<file path="config.mk">
export PLATFORM = sky130hd
export DESIGN_NAME = wb_arbiter
export DESIGN_NICKNAME = d
export VERILOG_FILES = /design/src/rtl/wb_arbiter_pkg.sv /design/src/rtl/wb_src_fifo.sv /design/src/rtl/wb_arbiter.sv
export SDC_FILE = /design/constraint.sdc
export NUM_CORES = 1
export LEC_CHECK = 0
export BUFFER_PORTS_ARGS = -buffer_cell sky130_fd_sc_hd__buf_2
export CORE_MARGIN = 1
export CORE_UTILIZATION = 57
export DETAILED_ROUTE_END_ITERATION = 6
export PLACE_DENSITY = 0.87
export SLEW_MARGIN = 20
export SYNTH_ARGS = -nofsm -noshare
export SYNTH_HDL_FRONTEND = slang
export SYNTH_SLANG_ARGS = --single-unit
</file>
<file path="constraint.sdc">
create_clock -name clk -period 5.53 [get_ports clk]
set_input_delay 0.553 -clock clk [delete_from_list [all_inputs] [get_ports clk]]
set_output_delay 0.553 -clock clk [all_outputs]
set_load 0.01 [all_outputs]
</file>
<file path="src/rtl/wb_arbiter_pkg.sv">
// Shared widths for the writeback arbiter slice: datapath defaults and entry layout.
package wb_arbiter_pkg;

    localparam int ZCRV_XLEN     = 32;
    localparam int ZCRV_REG_SIZE = 5;

    // Queued entry layout, MSB first: {wen, rd, data}.
    function automatic int wb_entry_w(input int reg_w, input int xlen);
        return 1 + reg_w + xlen;
    endfunction

endpackage

</file>
<file path="src/rtl/wb_src_fifo.sv">
// Per-source synchronous FIFO; pointers carry one extra wrap bit to tell full from empty.
module wb_src_fifo
    import wb_arbiter_pkg::*;
#(
    parameter int W     = wb_entry_w(ZCRV_REG_SIZE, ZCRV_XLEN),
    parameter int DEPTH = 2
) (
    input  logic         clk,
    input  logic         rst_n,
    input  logic         clr_i,
    input  logic         push_i,
    input  logic         pop_i,
    input  logic [W-1:0] wdata_i,
    output logic [W-1:0] rdata_o,
    output logic         full_o,
    output logic         empty_o
);
    localparam int AW = $clog2(DEPTH);

    logic [AW:0]  wptr_q, wptr_d, rptr_q, rptr_d;
    logic [W-1:0] mem_q [DEPTH];

    always_comb begin
        wptr_d = wptr_q;
        rptr_d = rptr_q;
        if (clr_i) begin
            wptr_d = '0;
            rptr_d = '0;
        end else begin
            if (push_i) wptr_d = wptr_q + (AW+1)'(1);
            if (pop_i)  rptr_d = rptr_q + (AW+1)'(1);
        end
    end

    always_ff @(posedge clk or negedge rst_n) begin
        if (!rst_n) begin
            wptr_q <= '0;
            rptr_q <= '0;
        end else begin
            wptr_q <= wptr_d;
            rptr_q <= rptr_d;
        end
    end

    // Storage needs no reset: pointers alone define what is valid.
    always_ff @(posedge clk) begin
        if (push_i && !clr_i) mem_q[wptr_q[AW-1:0]] <= wdata_i;
    end

    assign rdata_o = mem_q[rptr_q[AW-1:0]];
    assign empty_o = (wptr_q == rptr_q);
    assign full_o  = (wptr_q[AW] != rptr_q[AW]) && (wptr_q[AW-1:0] == rptr_q[AW-1:0]);

endmodule

</file>
<file path="src/rtl/wb_arbiter.sv">
// Round-robin writeback arbiter: per-source FIFOs merged onto one registered register-file write port.
module wb_arbiter
    import wb_arbiter_pkg::*;
#(
    parameter int                 NUM_SRC    = 3,
    parameter int                 XLEN       = ZCRV_XLEN,
    parameter int                 REG_W      = ZCRV_REG_SIZE,
    parameter int                 BUF_DEPTH  = 2,
    parameter logic [NUM_SRC-1:0] FLUSH_MASK = 3'b011
) (
    input  logic                     clk,
    input  logic                     rst_n,
    input  logic                     flush_i,
    input  logic                     kill_i,
    input  logic [NUM_SRC-1:0]       src_valid_i,
    output logic [NUM_SRC-1:0]       src_ready_o,
    input  logic [NUM_SRC-1:0]       src_wen_i,
    input  logic [NUM_SRC*REG_W-1:0] src_rd_i,
    input  logic [NUM_SRC*XLEN-1:0]  src_data_i,
    output logic                     rd_en_o,
    output logic [REG_W-1:0]         rd_index_o,
    output logic [XLEN-1:0]          rd_data_o,
    output logic                     retire_o,
    output logic                     busy_o
);
    localparam int EW  = wb_entry_w(REG_W, XLEN);
    localparam int RRW = $clog2(NUM_SRC);

    logic [NUM_SRC-1:0]         full, empty, push, pop, clr, elig;
    logic [NUM_SRC-1:0][EW-1:0] head;
    logic [RRW-1:0]             rr_q, rr_d, gnt_idx;
    logic                       gnt_vld;
    logic [EW-1:0]              gnt_ent;

    logic                       rd_en_q, rd_en_d, retire_q, retire_d;
    logic [REG_W-1:0]           rd_idx_q, rd_idx_d;
    logic [XLEN-1:0]            rd_data_q, rd_data_d;

    for (genvar i = 0; i < NUM_SRC; i++) begin : g_src
        // A flushed source neither accepts nor is granted in the flush cycle.
        assign clr[i]  = flush_i & FLUSH_MASK[i];
        assign push[i] = src_valid_i[i] & ~full[i] & ~clr[i];
        assign elig[i] = ~empty[i] & ~clr[i];
        assign pop[i]  = gnt_vld & (gnt_idx == RRW'(i));

        wb_src_fifo #(.W(EW), .DEPTH(BUF_DEPTH)) u_fifo (
            .clk     (clk),
            .rst_n   (rst_n),
            .clr_i   (clr[i]),
            .push_i  (push[i]),
            .pop_i   (pop[i]),
            .wdata_i ({src_wen_i[i], src_rd_i[i*REG_W +: REG_W], src_data_i[i*XLEN +: XLEN]}),
            .rdata_o (head[i]),
            .full_o  (full[i]),
            .empty_o (empty[i])
        );
    end

    // Search starts one past the last winner, wrapping modulo NUM_SRC.
    always_comb begin
        gnt_vld = 1'b0;
        gnt_idx = '0;
        for (int k = 1; k <= NUM_SRC; k++) begin
            int j;
            j = (int'(rr_q) + k) % NUM_SRC;
            if (!gnt_vld && elig[j]) begin
                gnt_vld = 1'b1;
                gnt_idx = RRW'(j);
            end
        end
    end

    assign gnt_ent = head[gnt_idx];
    assign rr_d    = gnt_vld ? gnt_idx : rr_q;

    always_comb begin
        rd_en_d   = gnt_vld & gnt_ent[EW-1] & (gnt_ent[EW-2 -: REG_W] != '0) & ~kill_i;
        retire_d  = gnt_vld & ~kill_i;
        rd_idx_d  = rd_en_d ? gnt_ent[EW-2 -: REG_W] : '0;
        rd_data_d = rd_en_d ? gnt_ent[XLEN-1:0] : '0;
    end

    always_ff @(posedge clk or negedge rst_n) begin
        if (!rst_n) begin
            rr_q      <= RRW'(NUM_SRC-1);
            rd_en_q   <= 1'b0;
            retire_q  <= 1'b0;
            rd_idx_q  <= '0;
            rd_data_q <= '0;
        end else begin
            rr_q      <= rr_d;
            rd_en_q   <= rd_en_d;
            retire_q  <= retire_d;
            rd_idx_q  <= rd_idx_d;
            rd_data_q <= rd_data_d;
        end
    end

    assign src_ready_o = ~full;
    assign rd_en_o     = rd_en_q;
    assign retire_o    = retire_q;
    assign rd_index_o  = rd_idx_q;
    assign rd_data_o   = rd_data_q;
    assign busy_o      = ~(&empty) | retire_q;

endmodule

</file>
==> implementation parameters, run 1 <==
Parameter                              Value

Synthesis
  Number of warning messages in the yosys log ... 0
  Number of flops mapped to enable cells by yosys ... 228
  Ranking of synthesized cells by area ... sky130_fd_sc_hd__edfxtp_1 (62%), sky130_fd_sc_hd__dfrtp_1 (12%), sky130_fd_sc_hd__mux2i_1 (4.2%)
  Async set or reset register ratio after synthesis ... 0.189
  Synthesized netlist cell count ... between 600 and 700
  Cell accounting for the most synthesized area ... sky130_fd_sc_hd__edfxtp_1
  Number of nets in the synthesized netlist ... about 790
  Post-synthesis instance area ... 11000 sq um
  FF+latch count, synth ... 281
  Mean cell area of the mapped netlist ... 16.6 sq um
  Primary flip-flop cell chosen by synthesis mapping ... sky130_fd_sc_hd__edfxtp_1
  Fraction of synthesized cell area taken by the top area cell type ... 0.620
  Sequential cell area fraction in the yosys report ... 0.740
  Count of distinct cell types in the synthesized netlist ... 49

Clocking
  TritonCTS buffer count ... 28
  Post-cts gate resize count ... 0
  CTS Hold Bufs ... 0
  CTS clk-pin slew, worst paths ... about 0.070 ns
  TritonCTS clock tree ... built
  Level count of the clock H-tree ... 1
  Root Buffer Master ... sky130_fd_sc_hd__clkbuf_16
  Post-CTS setup buffers ... 0
  Total number of clock tree sinks ... 281
  Clock latency reported for the late side of the worst-skew pair ... 0.55 ns
  Number of buffers on the longest clock path ... 3

Global route
  GRT overflow ... 0
  GR Util All Layers ... 0.250
  Global-route wire length before repair ... 36800 um
  Antenna violations before repair ... 0
  Largest net degree at the start of global routing ... 73
  Vias in the first global route ... 6603

Layout
  Final design area excluding fillers ... 13200 sq um
  Fin util ... 0.699
  Fillers ... 1201
  Total Nets Final ... 952
  Fraction of final layout cells with drive strength greater than 1 ... 0.354
  Total inserted antenna cells ... 0
  Area added between synthesis and finish ... 19.1%

Timing
  Slew Limit Headroom ... 0.276
  Max-slew violation count ... 0
  Tmin final ... 3.85 ns
  Setup repair after global routing missed its margin ... false
  Transition at the pin with the smallest max-transition slack ... 1.08 ns
  Max Clock Skew ... 0.0194 ns
  Fmax achieved ... 260 MHz
  Endpoints failing hold ... 0
  Count of final setup violators ... 0
  Period utilisation layout ... 0.696
  Setup TNS ... 0 ns

Worst setup path
  R2R setup slack ... around 1.7 ns
  Required time reported for the critical path endpoint ... 5.95 ns
  Critical Path Slowest Stage Cell ... sky130_fd_sc_hd__dfstp_2
  Data arrival time of the critical path ... 4.26 ns
  Endpoint of the worst-slack reg-to-reg timing path ... rd_data_o[16]$_DFF_PN0_
  Maximum fanout encountered on the critical timing path ... 38
  Beginning of the critical path ... rr_q[1]$_DFFE_PN1P_
  Largest delay contributor family on the critical path ... simple AND/OR/NAND/NOR gates
  Timing endpoint of the critical path ... rd_data_o[16]$_DFF_PN0_
  Maximum single-stage delay on the critical path ... 0.54 ns
  Critical path cell sequence ... ha_1 -> or2_2 -> a221oi_1 -> or4_4 -> o21ai_4 -> o221ai_1 -> nor4_4 -> buf_4 -> nor4_1
  Cell depth of the worst flop-to-flop path ... 9
  Critical Path Start Type ... register
  RR Startpoint ... rr_q[1]$_DFFE_PN1P_
  Logic depth of the worst setup path including buffers ... 9
  Critical path class ... register to register
  Critical path buffer and inverter count ... 1
  Critical Path End Type ... register

Detailed routing
  Final routed DRC violation total ... 0
  Router iterations before antenna repair ... 5
  Via count ... 6449
  Detailed Route Iter0 Violations ... between 400 and 500
  Drt via density ... 5.80
  Post-DR wirelength/cell ... 21.8 um
  Post-detailed-routing wire length ... 24300 um
  Post-route ant nets ... 0

Power and ir drop
  Power consumption ... roughly 7.7 mW
  Largest vdd supply drop ... between 300 and 400 uV
  Power density over the cells ... roughly 580 nW/um^2
  Leak Pwr ... a little under 5 nW

Placement
  Post-placement cell area ... 12100 sq um
  Port buffer count ... 163
  Global placer's final weighted congestion ... slightly above 0.8
  Placed wire-length estimate after detailed placement ... 14900 um

Status
  Outcome ... finished, final reports clean

Worst hold path
  Hold Path Class ... input port to async pin

Floorplan
  Floorplan die height ... 141 um
  Area enclosed by the die boundary ... 19900 sq um
  Initial core utilization ... 0.587
  Area inside the core boundary ... 18800 sq um
  Number of top-level pins ... 164
  Row cnt ... 50
  Die span in x ... 141 um

Run
  Number of maximum-capacitance violations ... 0
-- stage by stage --
step                      worst slack (ns)  cells  hold slack [ns]
after floorplan                       1.21    664            0.257
after global placement                2.03   1058            0.475
after detailed placement              1.81   1058            0.488
after CTS                             1.75   1110            0.166
after global routing                  1.52   1111            0.180
final                                 1.68   1111            0.151
-- flip-flops by register name, indices dropped and copies added, names as in the netlist --
name / flops
g_src.u_fifo.wptr_q: 6
g_src.u_fifo.mem_q: 228
rr_q: 2
g_src.u_fifo.rptr_q: 6
rd_en_o: 1
rd_index_o: 5
retire_o: 1
rd_data_o: 32
-- worst min-delay path by stage --
stage,start,endpoint,cells past startpoint
2_1_floorplan,rst_n,g_src[0].u_fifo.rptr_q[0]$_DFFE_PN0P_,0
3_3_place_gp,g_src[2].u_fifo.wptr_q[1]$_DFFE_PN0P_,g_src[2].u_fifo.wptr_q[1]$_DFFE_PN0P_,1
3_5_place_dp,g_src[2].u_fifo.rptr_q[1]$_DFFE_PN0P_,g_src[2].u_fifo.rptr_q[1]$_DFFE_PN0P_,1
4_1_cts,rst_n,g_src[0].u_fifo.wptr_q[1]$_DFFE_PN0P_,2
5_1_grt,src_data_i[51],g_src[1].u_fifo.mem_q[0][19]$_DFFE_PP_,1
6_report,rst_n,rd_data_o[24]$_DFF_PN0_,2
-- synth_stat cells, types with 6 or more instances --
cell and instances:
sky130_fd_sc_hd__edfxtp_1 228, sky130_fd_sc_hd__dfrtp_1 52, sky130_fd_sc_hd__mux2i_1 46, sky130_fd_sc_hd__nor2_1 45, sky130_fd_sc_hd__mux2_2 37, sky130_fd_sc_hd__a211oi_1 34
sky130_fd_sc_hd__o22ai_1 33, sky130_fd_sc_hd__nor2b_1 32, sky130_fd_sc_hd__clkbuf_1 25, sky130_fd_sc_hd__nor4_2 21, sky130_fd_sc_hd__nand2_1 12, sky130_fd_sc_hd__nor4_1 12
sky130_fd_sc_hd__xnor2_1 11, sky130_fd_sc_hd__buf_6 6, sky130_fd_sc_hd__xor2_1 6
-- power by group --
group          switching (mW)  internal, mW
sequential              0.118          2.73
clock                   0.788          1.24
combinational            1.83         0.981
-- cell families after synthesis --
logic type,after synthesis,share of synthesized area
DFF,281,0.740
and+or+nand+nor,146,0.0830
AOI/OAI and AO/OA,92,0.0621
muxes,83,0.0794
buffers and inverters,42,0.0190
xor gates and xnor gates,17,0.0135
adders and majority gates,3,0.00317
-- layout by cell type, fill, tap and decap left out, types with 3 or more instances in the layout --
cell type                   count
sky130_fd_sc_hd__nor4_2        21
sky130_fd_sc_hd__clkbuf_16     32
sky130_fd_sc_hd__and3_1         3
sky130_fd_sc_hd__buf_4         10
sky130_fd_sc_hd__nand3_1        4
sky130_fd_sc_hd__nor2_1        43
sky130_fd_sc_hd__inv_1          3
sky130_fd_sc_hd__nand2b_1       3
sky130_fd_sc_hd__a21oi_1        4
sky130_fd_sc_hd__nor4_1        12
sky130_fd_sc_hd__mux2i_1       46
sky130_fd_sc_hd__edfxtp_1     228
sky130_fd_sc_hd__clkbuf_1       4
sky130_fd_sc_hd__nor2b_1       32
sky130_fd_sc_hd__dfrtp_1       49
sky130_fd_sc_hd__o21ai_0        3
sky130_fd_sc_hd__nand2_1       11
sky130_fd_sc_hd__a211oi_1      34
sky130_fd_sc_hd__xor2_1         6
sky130_fd_sc_hd__mux2_2        37
sky130_fd_sc_hd__buf_2        163
sky130_fd_sc_hd__dfrtp_2        3
sky130_fd_sc_hd__o22ai_1       33
sky130_fd_sc_hd__a21o_1         3
sky130_fd_sc_hd__xnor2_1       11
sky130_fd_sc_hd__clkbuf_8       7
-- cell type report --
type | count | area [sq um] | area share
Multi-Input combinational cell | 341 | 2700 | 0.205
Clock buffer | 43 | 912 | 0.0693
Inverter | 3 | 11.3 | 0.000856
Tap cell | 260 | 325 | 0.0247
Clock inverter | 9 | 118 | 0.00894
Timing Repair Buffer | 174 | 911 | 0.0692
Sequential cell | 281 | 8180 | 0.622
-- metal layers --
layer / wire [um] / global-route usage
met5: 0 / 0
met4: 560 / 0.0801
met3: 1820 / 0.0452
met2: 12200 / 0.423
met1: 9660 / 0.330
Power figures use the tool's default switching activity.
==> inputs of run 2 (changes only) <==
clock period = 3.8 ns   (was 5.53 ns; I/O delays follow)
==> implementation parameters, run 2 (same netlist as run 1, synthesis figures left out) <==
Parameter                              Value

Status
  Outcome ... finished, final reports clean

Placement
  Global placer's final weighted congestion ... 0.808
  Placed wire-length estimate after detailed placement ... 15800 um
  Port buffer count ... around 160
  Post-Place Setup Slack ... between 0.3 and 0.4 ns

Power and ir drop
  Proportion of power drawn by the clock network ... 0.247
  Sequential power share ... 0.376
  Switching power ... 3.92 mW
  Switching Fraction ... 0.355
  Internal power component ... 7.12 mW
  Largest vdd supply drop ... 507 uV
  Power consumption ... around 11 mW
  Power density over the cells ... between 800 and 900 nW/um^2
  Leak Pwr ... 4.83 nW
  Logic gate share of total power ... 0.378

Floorplan
  Number of top-level pins ... between 150 and 200
  Die span in x ... 141 um
  Area inside the core boundary ... ~19000 sq um
  Floorplan die height ... 141 um
  Area enclosed by the die boundary ... about 20000 sq um
  Row cnt ... 50
  Initial core utilization ... 0.587

Run
  Number of maximum-capacitance violations ... 0

Global route
  GR Util All Layers ... 0.248
  GRT overflow ... 0
  Antenna violations before repair ... 3
  Vias in the first global route ... 6589
  Global-route wire length before repair ... about 37000 um
  Largest net degree at the start of global routing ... 73

Worst setup path
  Maximum fanout encountered on the critical timing path ... 20
  Critical Path Start Type ... register
  Critical Path End Type ... register
  Data arrival time of the critical path ... 3.84 ns
  Critical path class ... register to register
  Required time reported for the critical path endpoint ... 4.18 ns

Clocking
  TritonCTS clock tree ... built
  TritonCTS buffer count ... 27
  Number of buffers on the longest clock path ... 3
  Clock latency reported for the late side of the worst-skew pair ... 0.53 ns
  Post-cts gate resize count ... 0
  Total number of clock tree sinks ... ~280
  CTS clk-pin slew, worst paths ... 0.07 ns
  Level count of the clock H-tree ... 1
  Root Buffer Master ... sky130_fd_sc_hd__clkbuf_16

Timing
  Worst hold slack ... 0.0396 ns
  Period utilisation layout ... 0.909
  Minimum setup slack in the final design ... 0.345 ns
  Slew Limit Headroom ... 0.335
  Count of final setup violators ... 0
  Fmax achieved ... approximately 290 MHz
  Transition at the pin with the smallest max-transition slack ... roughly 1 ns
  Tmin final ... approximately 3.5 ns
  Max Clock Skew ... between 0.01 and 0.015 ns
  Setup TNS ... 0 ns
  Max-slew violation count ... 0
  Endpoints failing hold ... 0
  Setup repair after global routing missed its margin ... false

Layout
  Fin util ... 0.697
  Commonest cells after routing, fill and taps aside ... sky130_fd_sc_hd__edfxtp_1 (228), sky130_fd_sc_hd__buf_2 (163), sky130_fd_sc_hd__dfrtp_1 (49), sky130_fd_sc_hd__mux2i_1 (46), sky130_fd_sc_hd__nor2_1 (43)
  Most common library cell in the layout ignoring fill and taps ... sky130_fd_sc_hd__edfxtp_1
  Area added between synthesis and finish ... 18.7%
  Flip-flop count of the largest register after layout ... 228
  Total Nets Final ... 957
  Fraction of final layout cells with drive strength greater than 1 ... 0.354

Detailed routing
  Router iterations before antenna repair ... 5
  Final routed DRC violation total ... 0
  Post-DR wirelength/cell ... between 20 and 25 um
  Detailed Route Iter0 Violations ... 554
  Via count ... 6481
  Post-detailed-routing wire length ... 24200 um
  Post-route ant nets ... 0
  Drt via density ... 5.81

Worst hold path
  Hold Path Class ... input port to register
==> run 2: changes by cell type in the layout (fill, tap and decap cells not counted), moves of 2 or more <==
cell,change
sky130_fd_sc_hd__buf_4,+5
sky130_fd_sc_hd__bufinv_16,+2
sky130_fd_sc_hd__clkbuf_16,-5
sky130_fd_sc_hd__clkbuf_8,-3
sky130_fd_sc_hd__clkinv_2,+5
sky130_fd_sc_hd__clkinv_4,-2
sky130_fd_sc_hd__nor3_2,-2
sky130_fd_sc_hd__nor3_4,+2
sky130_fd_sc_hd__nor3b_2,-2
sky130_fd_sc_hd__nor3b_4,+2
==> run 2: stage by stage <==
step | cell area, sq um | instances
finish | 13100 | 1115
global route | 13100 | 1114
CTS | 13100 | 1114
detailed placement | 12200 | 1064
global placement | 12200 | 1064
floorplan | 11100 | 664
==> run 2: what timing repair did <==
| action | in CTS | in global routing |
|---|---|---|
| endpoints found under the hold margin | 17 | 0 |
| setup buffers | 0 | 0 |
| hold buffers | 1 | 0 |
==> run 2: area by class of cell <==
class | count | area [sq um]
inverters | 3 | 11.3
well taps | 260 | 325
multi-input cells | 341 | 2730
clock buffers | 36 | 749
flip-flops and latches | 281 | 8180
fillers | 1200 | 5710
diodes | 1 | 2.50
clock inverters | 13 | 165
repair buffers | 180 | 958
==> run 2: worst max-delay path, stage by stage, from the launching register on <==
cell	delay (ns)
sky130_fd_sc_hd__dfstp_2	0.53
sky130_fd_sc_hd__ha_1	0.31
sky130_fd_sc_hd__or2_2	0.35
sky130_fd_sc_hd__a221oi_1	0.40
sky130_fd_sc_hd__or4_4	0.36
sky130_fd_sc_hd__o21ai_4	0.23
sky130_fd_sc_hd__o221ai_1	0.38
sky130_fd_sc_hd__nor4_4	0.09
sky130_fd_sc_hd__buf_4	0.23
sky130_fd_sc_hd__nor4_1	0.41
==> run 2: final timing paths <==
check                                                           start                                    end  slack, ns  cells after the start
worst max register to register                    rr_q[1]$_DFFE_PN1P_                rd_data_o[16]$_DFF_PN0_       0.34                      9
min in group asynchronous                                       rst_n                rd_data_o[29]$_DFF_PN0_       0.36                      2
max in group asynchronous                                       rst_n  g_src[0].u_fifo.rptr_q[0]$_DFFE_PN0P_       2.60                      3
worst min-delay path                                    src_data_i[1]  g_src[0].u_fifo.mem_q[0][1]$_DFFE_PP_       0.04                      1
worst max-delay path                              rr_q[1]$_DFFE_PN1P_                rd_data_o[16]$_DFF_PN0_       0.34                      9
worst min register to register  g_src[2].u_fifo.rptr_q[1]$_DFFE_PN0P_  g_src[2].u_fifo.rptr_q[1]$_DFFE_PN0P_       0.49                      1
==> run 2: per-layer routing <==
| layer | global-route usage | up-vias | wire length [um] |
|---|---|---|---|
| li1 | - | 2915 | - |
| met1 | 0.336 | 3224 | 9630 |
| met2 | 0.405 | 289 | 11800 |
| met3 | 0.0560 | 51 | 2220 |
| met4 | 0.0767 | 2 | 548 |
| met5 | 0 | - | 13 |
==> run 2: power groups by stage <==
stage | clock network [mW] | logic [mW] | registers, mW
after floorplan | 0 | 3.04 | 4.18
after global placement | 0 | 3.97 | 4.18
after detailed placement | 0 | 4.13 | 4.21
after CTS | 2.75 | 4.16 | 4.15
after global routing | 2.89 | 4.48 | 4.19
final | 2.73 | 4.17 | 4.15
